<file path="config.mk">
export PLATFORM = sky130hd
export DESIGN_NAME = row_cfg_loader
export DESIGN_NICKNAME = d
export VERILOG_FILES = /design/src/rtl/row_cfg_pkg.sv /design/src/rtl/cfg_word_serializer.sv /design/src/rtl/row_cfg_loader.sv
export SDC_FILE = /design/constraint.sdc
export NUM_CORES = 1
export LEC_CHECK = 0
export ABC_CLOCK_PERIOD_IN_PS = 2000
export BUFFER_PORTS_ARGS = -buffer_cell sky130_fd_sc_hd__buf_2
export CAP_MARGIN = 40
export CORE_AREA = 2 2 86 88
export CTS_CLUSTER_DIAMETER = 80
export DETAILED_ROUTE_END_ITERATION = 16
export DIE_AREA = 0 0 88 90
export PLACE_DENSITY = 0.74
export SYNTH_ARGS = -nofsm -noshare
export SYNTH_HDL_FRONTEND = slang
export SYNTH_SLANG_ARGS = --single-unit
</file>
<file path="constraint.sdc">
create_clock -name prog_clk -period 2 [get_ports prog_clk]
set_clock_uncertainty 0.15 [all_clocks]
set_input_delay 0.2 -clock prog_clk [delete_from_list [all_inputs] [get_ports prog_clk]]
set_output_delay 0.2 -clock prog_clk [all_outputs]
set_load 0.01 [all_outputs]
</file>
<file path="src/rtl/row_cfg_pkg.sv">
// Shared constants, state encodings and the serial CRC step for row configuration loading.
package row_cfg_pkg;

    localparam int unsigned ROW_CHAIN_LEN = 1024;
    localparam int unsigned ROW_WORD_W    = 32;
    localparam logic [15:0] CRC16_POLY    = 16'h1021;
    localparam logic [15:0] CRC16_INIT    = 16'hFFFF;

    localparam logic [2:0] ST_IDLE = 3'd0;
    localparam logic [2:0] ST_LOAD = 3'd1;
    localparam logic [2:0] ST_CRC  = 3'd2;
    localparam logic [2:0] ST_DONE = 3'd3;
    localparam logic [2:0] ST_ERR  = 3'd4;

    // MSB-feedback serial CRC-16-CCITT, one bit per call.
    function automatic logic [15:0] crc16_step(input logic [15:0] crc, input logic din);
        logic fb;
        fb = crc[15] ^ din;
        return {crc[14:0], 1'b0} ^ (fb ? CRC16_POLY : 16'h0000);
    endfunction

endpackage

</file>
<file path="src/rtl/cfg_word_serializer.sv">
// Single-word buffer that shifts a bitstream word LSB-first onto the row programming chain.
module cfg_word_serializer
    import row_cfg_pkg::*;
#(
    parameter int unsigned WORD_W = ROW_WORD_W
) (
    input  logic              prog_clk,
    input  logic              rst,
    input  logic              flush,
    input  logic              load_en,
    input  logic              arm,
    input  logic [WORD_W-1:0] word_data,
    input  logic              word_valid,
    output logic              word_ready,
    output logic              prog_en,
    output logic              prog_in
);

    localparam int unsigned IDX_W = $clog2(WORD_W + 1);

    logic [WORD_W-1:0] sreg_q;
    logic [WORD_W-1:0] sreg_d;
    logic [IDX_W-1:0]  idx_q;
    logic [IDX_W-1:0]  idx_d;
    logic              full_d;
    logic              ready_d;

    // prog_en doubles as the buffer-full flag; prog_in is always the buffer LSB.
    always_comb begin
        sreg_d  = sreg_q;
        idx_d   = idx_q;
        full_d  = prog_en;
        ready_d = 1'b0;
        if (flush) begin
            full_d = 1'b0;
            idx_d  = '0;
        end else if (prog_en) begin
            sreg_d = sreg_q >> 1;
            idx_d  = idx_q + IDX_W'(1);
            if (idx_q == IDX_W'(WORD_W - 1)) begin
                full_d = 1'b0;
                idx_d  = '0;
            end
        end else if (load_en && word_valid && word_ready) begin
            sreg_d = word_data;
            full_d = 1'b1;
            idx_d  = '0;
        end
        ready_d = arm && !full_d;
    end

    always_ff @(posedge prog_clk) begin
        if (!rst) begin
            sreg_q     <= '0;
            idx_q      <= '0;
            prog_en    <= 1'b0;
            word_ready <= 1'b0;
        end else begin
            sreg_q     <= sreg_d;
            idx_q      <= idx_d;
            prog_en    <= full_d;
            word_ready <= ready_d;
        end
    end

    assign prog_in = sreg_q[0];

endmodule

</file>
<file path="src/rtl/row_cfg_loader.sv">
// Row configuration controller: streams CHAIN_LEN bits into the chain, checks the CRC trailer, gates the fabric.
module row_cfg_loader
    import row_cfg_pkg::*;
#(
    parameter int unsigned CHAIN_LEN = ROW_CHAIN_LEN,
    parameter int unsigned WORD_W    = ROW_WORD_W,
    parameter logic [15:0] CRC_INIT  = CRC16_INIT
) (
    input  logic                               prog_clk,
    input  logic                               rst,
    input  logic                               start,
    input  logic [WORD_W-1:0]                  word_data,
    input  logic                               word_valid,
    output logic                               word_ready,
    output logic                               prog_en,
    output logic                               prog_in,
    output logic                               busy,
    output logic                               done,
    output logic                               err,
    output logic                               fabric_hold,
    output logic [$clog2(CHAIN_LEN + 1)-1:0]   bit_count
);

    localparam int unsigned CNT_W = $clog2(CHAIN_LEN + 1);

    logic [2:0]       state_q;
    logic [2:0]       state_d;
    logic [CNT_W-1:0] bit_count_d;
    logic [15:0]      crc_q;
    logic [15:0]      crc_d;
    logic             busy_d;
    logic             done_d;
    logic             err_d;
    logic             hold_d;
    logic             flush_c;
    logic             shift_c;
    logic             xfer_c;
    logic             load_en_c;

    cfg_word_serializer #(
        .WORD_W (WORD_W)
    ) u_ser (
        .prog_clk   (prog_clk),
        .rst        (rst),
        .flush      (flush_c),
        .load_en    (load_en_c),
        .arm        (busy_d),
        .word_data  (word_data),
        .word_valid (word_valid),
        .word_ready (word_ready),
        .prog_en    (prog_en),
        .prog_in    (prog_in)
    );

    // Next state plus next value of every registered output.
    always_comb begin
        state_d     = state_q;
        bit_count_d = bit_count;
        crc_d       = crc_q;
        flush_c     = 1'b0;
        xfer_c      = word_valid && word_ready;
        shift_c     = (state_q == ST_LOAD) && prog_en;
        load_en_c   = (state_q == ST_LOAD);
        case (state_q)
            ST_IDLE, ST_DONE, ST_ERR: begin
                if (start) begin
                    state_d     = ST_LOAD;
                    bit_count_d = '0;
                    crc_d       = CRC_INIT;
                    flush_c     = 1'b1;
                end
            end
            ST_LOAD: begin
                if (shift_c) begin
                    bit_count_d = bit_count + CNT_W'(1);
                    crc_d       = crc16_step(crc_q, prog_in);
                    // Last chain bit: drop the rest of the word and expect the trailer.
                    if (bit_count == CNT_W'(CHAIN_LEN - 1)) begin
                        state_d = ST_CRC;
                        flush_c = 1'b1;
                    end
                end
            end
            ST_CRC: begin
                if (xfer_c) begin
                    state_d = (word_data[15:0] == crc_q) ? ST_DONE : ST_ERR;
                end
            end
            default: state_d = ST_IDLE;
        endcase
        busy_d = (state_d == ST_LOAD) || (state_d == ST_CRC);
        done_d = (state_d == ST_DONE);
        err_d  = (state_d == ST_ERR);
        hold_d = (state_d != ST_DONE);
    end

    always_ff @(posedge prog_clk) begin
        if (!rst) begin
            state_q     <= ST_IDLE;
            bit_count   <= '0;
            crc_q       <= CRC_INIT;
            busy        <= 1'b0;
            done        <= 1'b0;
            err         <= 1'b0;
            fabric_hold <= 1'b1;
        end else begin
            state_q     <= state_d;
            bit_count   <= bit_count_d;
            crc_q       <= crc_d;
            busy        <= busy_d;
            done        <= done_d;
            err         <= err_d;
            fabric_hold <= hold_d;
        end
    end

endmodule

</file>
==> flow_metrics.tcl, run 1 <==
set metrics [dict create \
    path_buf_inv 4 \
    die_w_um 88 \
    drt-pass1-iter-count 5 \
    synth_cell_type_count 44 \
    wire_per_inst_um 15.07 \
    whs_path_depth 4 \
    crit_path_top_delay_cell "dfxtp_2" \
    critPathMaxFanout 7 \
    overflow 0 \
    tightest_slew_ns 0.4180 \
    fin_crit_ns 1.986 \
    die_h_um 90 \
    synthArstFlopShare_pct 0 \
    drv_slew 0 \
    clock-sinks 74 \
    critPathLaunchType "flip-flop" \
    core_sq_um 7020 \
    rsz0062_at_grt "yes" \
    die-area_sq_um 7920 \
    io_pins 54 \
    hold_path_class "in -> reg" \
    worstSetupPathType "reg -> reg" \
    grt_start_max_net_pins 53 \
    synth-seq-cells 74 \
    slowest_delay_ns 0.35 \
    grt_pass1_wl_um 12410 \
    syn_area_sq_um 3496 \
    crit_required_ns 2.10 \
    crit_cells 9 \
    fill_cells 577 \
    vias 3004 \
    num_rows 31 \
    synth_area_per_cell_sq_um 9.200 \
    drive_gt1_share_pct 25.98 \
    final_area_sq_um 4380 \
    cap_violations 0 \
    cts.clk_slew.worst_paths_ns 0.08 \
    finish.utilization_pct 62.40 \
    grt_usage_pct 19.87 \
    synthToLayoutAreaGrowth_pct 25.30 \
    synth_ff_type "dfxtp_1" \
    cts_tree "done" \
    hold_viol_final 0 \
    crit_arrival_ns 2.09 \
    fin_crit_sh_pct 99.31 \
    slew_headroom_pct 71.84 \
    drc 0 \
    place_hpwl_um 5400 \
    cp-end-kind "flip-flop" \
    yosys_warnings 0 \
    antenna_found_initial 0 \
    cts_made_buffers 9 \
    irDropWorstVdd_mv 0.5089 \
    wirelength_um 8393 \
    placed_cell_area_sq_um 3955 \
    synth_edf_count 0 \
    clockBufferDepth 2 \
    place.gp.congestion 0.8410 \
    drt_iter0_markers 132 \
    clock_insertion_delay_worst_skew_ns 0.36 \
    via_per_inst 5.393 \
    syn_nets 418 \
    power_density_nw_per_um2 788.0 \
    worstPathCellList "ha_4 -> buf_6 -> nand3b_1 -> nor4_4 -> buf_4 -> nor3_4 -> buf_6 -> clkbuf_16 -> o211a_1" \
    cp_top_family "buffers and inverters" \
    r2r.worst_path.cells 9 \
    cp_common_cell "buf_6" \
    status "completed" \
    nets 491 \
    ys_seq_area_share_pct 42.38 \
    cts_root_buf "clkbuf_8" \
    port_buffers 53 \
    leakage_uw 0.002084 \
    fmax_mhz 503.5 \
    antenna_cells 0 \
    grt_pass1_vias 2703 \
    cts_max_level 3 \
    setup_viol 0 \
    post_synth_inst_count 380 \
    drtAntennaViolNets 0 \
    start_util_pct 49.80 \
]
## state kept, by name (all words and copies together), names as in the netlist
| name | cells |
|---|---|
| err | 1 |
| busy | 1 |
| state_q | 3 |
| u_ser.sreg_q | 32 |
| u_ser.prog_en | 1 |
| fabric_hold | 1 |
| u_ser.idx_q | 6 |
| u_ser.word_ready | 1 |
| bit_count | 11 |
| crc_q | 16 |
| done | 1 |
## placed cells by master, fill, tap and decap left out, types with 5 or more instances in the layout
master / synthesis / final
dfxtp_1: 74 / 71
nand2_1: 70 / 70
buf_2: 4 / 53
mux2i_1: 32 / 32
o211a_1: 31 / 31
buf_4: 1 / 24
xor2_1: 23 / 23
nor2_1: 20 / 20
nand3_1: 20 / 20
clkbuf_8: 0 / 10
nand4_1: 8 / 8
o21ai_0: 7 / 7
xnor2_1: 7 / 7
a21oi_1: 7 / 6
a21boi_0: 5 / 5
buf_6: 5 / 5
## layout make-up
| class | instances | area [sq um] | area share [%] |
|---|---|---|---|
| Sequential cell | 74 | 1485 | 33.90 |
| Multi-Input combinational cell | 279 | 1927 | 43.99 |
| Tap cell | 99 | 123.9 | 2.828 |
| Inverter | 3 | 11.26 | 0.2571 |
| Clock inverter | 5 | 125.1 | 2.856 |
| Clock buffer | 11 | 141.4 | 3.228 |
| Timing Repair Buffer | 86 | 566.8 | 12.94 |
## synth_stat cells, drive strengths merged, types with 3 or more instances
cell type  number  area (sq um)
nand2b          3         18.77
a21boi          6         45.05
clkbuf         14         52.55
and3            4         25.02
inv             3         11.26
mux2i          32         320.3
dfxtp          74          1481
nand2          70         262.8
nand3b          4         30.03
a21oi           8         43.79
nand3          20         100.1
xor2           23         201.4
nor3            3         15.01
o211a          31         310.3
xnor2           7         61.31
nand4           8         50.05
nor2           20         75.07
nor4            7         58.81
buf            10         83.83
o21ai           7         35.03
## power breakdown
group | switching, uW | internal (uW) | total, uW
combinational | 187 | 159 | 346
sequential | 35.4 | 1520 | 1560
clock | 562 | 988 | 1550
## per-stage QoR
stage | TNS (ns) | worst slack [ns] | power (uW) | hold WS, ns | instances
floorplan | 0 | 0.03276 | 1796 | 0.2139 | 380
global placement | 0 | 0.07871 | 1902 | 0.2902 | 531
detailed placement | 0 | 0.02799 | 1910 | 0.2923 | 531
CTS | 0 | 0.007509 | 3450 | 0.02908 | 549
global route | -0.4064 | -0.05209 | 3581 | 0.04104 | 557
finish | 0 | 0.01372 | 3452 | 0.03541 | 557
## final timing paths
kind                            slack [ns]        startpoint          endpoint
worst max-delay path                  0.01      bit_count[1]  u_ser.sreg_q[11]
worst min-delay path                  0.04     word_data[27]  u_ser.sreg_q[27]
worst max register to register        0.01      bit_count[1]  u_ser.sreg_q[11]
worst min register to register        0.32  u_ser.sreg_q[31]  u_ser.sreg_q[31]
## layer usage
metal  vias to the layer above  part of all wire (%)  track usage [%]  routed length [um]
met4                         0                   1.3            7.949                 108
met2                        78                    49            31.19                4132
met5                         -                     0                0                   0
li1                       1477                     -                -                   -
met1                      1436                    44            26.20                3731
met3                        13                   5.0            4.500                 420
## cells by family after synthesis
group / Yosys count / synth area share (%)
mux: 33 / 9.485
xor+xnor: 30 / 7.516
compound gates: 61 / 14.42
fa+ha+maj: 2 / 0.7157
flops: 74 / 42.38
simple gates: 153 / 21.26
buf+inv: 27 / 4.223
## worst reg2reg max path: stages, from the launching register on
cell,delay [ns]
dfxtp_2,0.35
ha_4,0.14
buf_6,0.10
nand3b_1,0.12
nor4_4,0.28
buf_4,0.18
nor3_4,0.05
buf_6,0.15
clkbuf_16,0.15
o211a_1,0.22
## what timing repair did
item | 4_1_cts | 5_1_grt
resized for setup | 0 | 15
buffers inserted | 0 | 5
endpoints found under the setup margin | 0 | 49
hold buffers | 2 | 0
endpoints found under the hold margin | 3 | 0
Note: power is estimated with default switching activity, not from simulation.
==> run 2, diff against run 1 <==
Settings changed: ABC_CLOCK_PERIOD_IN_PS 2000 to 2500, CORE_AREA 2 2 86 88 to 2 2 83 85, CTS_CLUSTER_DIAMETER 80 to 150, DIE_AREA 0 0 88 90 to 0 0 85 87, PLACE_DENSITY 0.74 to 0.75.
Clock period 2 ns to 2.5 ns, I/O delays scaled along.
==> flow_metrics.tcl, run 2 (synthesis results as in run 1) <==
set metrics [dict create \
    fin_crit_ns 2.230 \
    wirelength_um 7355 \
    drive_gt1_share_pct 19.86 \
    die_w_um 85 \
    cts.clk_slew.worst_paths_ns 0.08 \
    nets 466 \
    clockBufferDepth 2 \
    fin_crit_sh_pct 89.20 \
    cts_max_level 3 \
    grt_start_max_net_pins 35 \
    place_hpwl_um 5042 \
    tns_ns 0 \
    drtAntennaViolNets 0 \
    die_h_um 87 \
    cp-end-kind "flip-flop" \
    cts_tree "done" \
    rsz0062_at_grt "no" \
    post-cts-setup-buffers 0 \
    cp_top_family "simple AND/OR/NAND/NOR gates" \
    irDropWorstVdd_mv 0.4236 \
    clock_insertion_delay_worst_skew_ns 0.35 \
    drv_slew 0 \
    swShare_pct 22.92 \
    drt-pass1-iter-count 4 \
    min_from "word_data[31]" \
    r2r_start "bit_count[0]" \
    total_power_uw 2708 \
    grt_pass1_wl_um 12220 \
    slew_headroom_pct 54.78 \
    hold_viol_final 0 \
    drc 0 \
    slowest_delay_ns 0.43 \
    p_int_uw 2087 \
    crit_path_top_delay_cell "or4_1" \
    pwr-share-clk_pct 45.0 \
    worstSetupPathType "reg -> reg" \
    grt_pass1_vias 2661 \
    tightest_slew_ns 0.6751 \
    hold_path_class "in -> reg" \
    port_buffers 53 \
    critPathMaxFanout 7 \
    die-area_sq_um 7395 \
    num_rows 30 \
    antenna_cells 0 \
    critPathLaunchType "flip-flop" \
    pwr-share-comb_pct 8.8 \
    top_regs "u_ser.sreg_q x32, crc_q x16, bit_count x11" \
    cts_root_buf "clkbuf_8" \
    core_sq_um 6569 \
    grt_usage_pct 20.70 \
    p_sw_uw 620.7 \
    overflow 0 \
    final_area_sq_um 4056 \
    largest_register "u_ser.sreg_q" \
    via_per_inst 5.546 \
    path_buf_inv 0 \
    drt_iter0_markers 170 \
    vias 2845 \
    final_common_cell "dfxtp_1" \
    cap_violations 0 \
    setup_viol 0 \
    antenna_found_initial 0 \
    placed_cell_area_sq_um 3791 \
    synthToLayoutAreaGrowth_pct 16.03 \
    crit_required_ns 2.57 \
    power_density_nw_per_um2 667.6 \
    crit_arrival_ns 2.30 \
    largest_reg_flops 32 \
    worstSetupStartpoint "bit_count[0]" \
    place.gp.congestion 0.8834 \
    final_cell_mix "dfxtp_1 (73), nand2_1 (70), buf_2 (53)" \
    fmax_mhz 448.4 \
    pwr-share-seq_pct 46.1 \
    cts_made_buffers 9 \
    postCtsHoldBufs 0 \
    io_pins 54 \
    worstPathCellList "ha_1 -> or3b_1 -> or4_1 -> a21oi_2 -> xnor2_1 -> a211oi_2" \
    cts_resized 0 \
    status "completed" \
    leakage_uw 0.001940 \
    wire_per_inst_um 14.34 \
    clock-sinks 74 \
    start_util_pct 53.22 \
]
run 2: final cells by class:
type	count	area (sq um)
inverters	3	11.26
clock inverters	7	141.4
multi-input cells	279	1872
fillers	546	2512
repair buffers	61	325.3
flip-flops and latches	74	1483
well taps	80	100.1
clock buffers	9	123.9
run 2: per-stage QoR:
step | hold WS, ns | std cells | setup slack, ns | utilization (%)
2_1_floorplan | 0.2639 | 380 | 0.3890 | -
3_3_place_gp | 0.3155 | 497 | 0.3686 | 57.71
3_5_place_dp | 0.3205 | 497 | 0.3203 | 57.71
4_1_cts | 0.02585 | 513 | 0.2775 | 61.75
5_1_grt | 0.04428 | 513 | 0.1360 | 61.75
6_report | 0.03567 | 513 | 0.2699 | 61.75
run 2: worst paths after layout:
check | endpoint | cells after the start | slack (ns)
worst min-delay path | u_ser.sreg_q[31] | 3 | 0.04
worst min register to register | u_ser.sreg_q[31] | 2 | 0.33
worst max register to register | u_ser.word_ready | 6 | 0.27
worst max-delay path | u_ser.word_ready | 6 | 0.27
run 2: power groups by stage:
stage                     logic, uW  registers (uW)  clock network [uW]
final                           239            1250                1220
after global routing            268            1250                1280
after CTS                       241            1250                1240
after detailed placement        237            1280                   0
after global placement          232            1270                   0
after floorplan                 168            1270                   0
run 2: per-layer routing:
metal  vias to the layer above  track usage, %  wire length (um)
li1                       1432               -                 -
met1                      1337           27.17              3360
met2                        65           32.46              3529
met3                        11           5.308               363
met4                         0           8.802               101
met5                         -               0                 0
run 2: worst register-to-register path, stage by stage (launching register included):
cell	delay, ns
dfxtp_1	0.42
ha_1	0.31
or3b_1	0.36
or4_1	0.43
a21oi_2	0.20
xnor2_1	0.17
a211oi_2	0.06
==> run 3, diff against run 2 <==
Settings changed: CORE_AREA 2 2 83 85 to 2 2 87 89, CTS_CLUSTER_DIAMETER 150 to 80, DIE_AREA 0 0 85 87 to 0 0 89 91, PLACE_DENSITY 0.75 to 0.69, SKIP_CTS_REPAIR_TIMING set to 1.
==> flow_metrics.tcl, run 3 (synthesis results as in run 1) <==
set metrics [dict create \
    critPathLaunchType "flip-flop" \
    grt_usage_pct 19.26 \
    core_sq_um 7137 \
    largest_reg_flops 32 \
    die-area_sq_um 8099 \
    largest_register "u_ser.sreg_q" \
    hold_viol_final 0 \
    grt_pass1_wl_um 12390 \
    drv_slew 0 \
    worstSetupPathType "reg -> reg" \
    setup_viol 0 \
    clock_insertion_delay_worst_skew_ns 0.34 \
    slowest_delay_ns 0.55 \
    crit_required_ns 2.59 \
    clock-sinks 74 \
    vias 2800 \
    num_rows 31 \
    start_util_pct 48.98 \
    fin_crit_ns 2.270 \
    overflow 0 \
    cts_made_buffers 9 \
    drtAntennaViolNets 0 \
    cp-end-kind "flip-flop" \
    min_from "word_data[31]" \
    cts_root_buf "clkbuf_8" \
    worstSetupStartpoint "state_q[0]" \
    wire_per_inst_um 13.98 \
    cts_tree "done" \
    fmax_mhz 440.6 \
    wirelength_um 7466 \
    final_common_cell "dfxtp_1" \
    tns_ns 0 \
    drt-pass1-iter-count 4 \
    drc 0 \
    place_hpwl_um 5278 \
    final_cell_mix "dfxtp_1 (73), nand2_1 (70), buf_2 (53)" \
    via_per_inst 5.243 \
    drt_iter0_markers 158 \
    hold_path_class "in -> reg" \
    status "completed" \
    antenna_found_initial 0 \
    r2r_start "state_q[0]" \
    fin_crit_sh_pct 90.78 \
    irDropWorstVdd_mv 0.3845 \
    power_density_nw_per_um2 637.1 \
    crit_arrival_ns 2.36 \
    place.gp.congestion 0.8534 \
    critPathMaxFanout 13 \
    crit_path_top_delay_cell "nor3_2" \
    cts_max_level 3 \
    port_buffers 53 \
    cts.clk_slew.worst_paths_ns 0.08 \
    rsz0062_at_grt "no" \
    die_w_um 89 \
    synthToLayoutAreaGrowth_pct 16.61 \
    clockBufferDepth 2 \
    drive_gt1_share_pct 19.77 \
    cap_violations 0 \
    io_pins 54 \
    grt_start_max_net_pins 45 \
    die_h_um 91 \
    grt_pass1_vias 2633 \
    finish.utilization_pct 57.12 \
    reg2reg_setup_slack_ns 0.23 \
    worstPathCellList "nor3b_2 -> a31oi_1 -> nor3_2 -> buf_4 -> nand2_1 -> o211a_1" \
    leakage_uw 0.001936 \
    antenna_cells 0 \
    nets 468 \
    top_regs "u_ser.sreg_q x32, crc_q x16, bit_count x11" \
    slew_headroom_pct 53.83 \
    tightest_slew_ns 0.6887 \
]
==> run 3: changes by cell type in the layout (fill, tap and decap cells not counted) <==
cell,delta
clkbuf_1,+2
buf_12,+1
buf_4,+1
bufinv_16,-1
clkinv_4,-1
==> run 3: through the flow <==
| step | cell area, sq um | total power, uW | instances | worst slack [ns] | hold slack, ns |
|---|---|---|---|---|---|
| floorplan | 3496 | 1436 | 380 | 0.3890 | 0.2639 |
| global placement | 3842 | 1512 | 518 | 0.3651 | 0.3059 |
| detailed placement | 3842 | 1517 | 518 | 0.2679 | 0.3186 |
| CTS | 4076 | 2617 | 534 | 0.2496 | 0.04439 |
| global route | 4076 | 2706 | 534 | 0.02098 | 0.05877 |
| finish | 4076 | 2597 | 534 | 0.2304 | 0.05080 |
==> run 3: path summary, 6_finish.rpt <==
path         depth (start not counted)          endpoint
min reg2reg                          2  u_ser.sreg_q[31]
max                                  6   u_ser.sreg_q[3]
min                                  3  u_ser.sreg_q[31]
max reg2reg                          6   u_ser.sreg_q[3]
==> run 3: worst max-delay path, delay by kind of cell (launching register included) <==
| family | cells | cell delay [ns] |
|---|---|---|
| DFF | 1 | 0.49 |
| AOI/OAI and AO/OA | 2 | 0.29 |
| buffers and inverters | 1 | 0.32 |
| and+or+nand+nor | 3 | 0.91 |
==> run 3: layer usage <==
metal | up-vias | share of wire, % | wire (um) | global-route usage (%)
met5 | - | 0 | 0 | 0
li1 | 1426 | - | - | -
met3 | 7 | 4.3 | 324 | 3.364
met4 | 0 | 0.99 | 74 | 6.716
met1 | 1315 | 48 | 3563 | 27.46
met2 | 52 | 47 | 3503 | 29.17
==> run 3: power by group <==
group | leakage (uW) | switching, uW | internal (uW) | total [uW]
Combinational | 0.00122 | 133 | 110 | 242
Sequential | 0.000601 | 30.8 | 1220 | 1250
Clock | 0.000114 | 445 | 662 | 1110
==> run 3: cell type report <==
cell class	instances	area, sq um
Timing Repair Buffer	63	352.8
Multi-Input combinational cell	279	1872
Inverter	3	11.26
Sequential cell	74	1483
Fill cell	686	3060
Clock inverter	5	102.6
Clock buffer	11	131.4
Tap cell	99	123.9
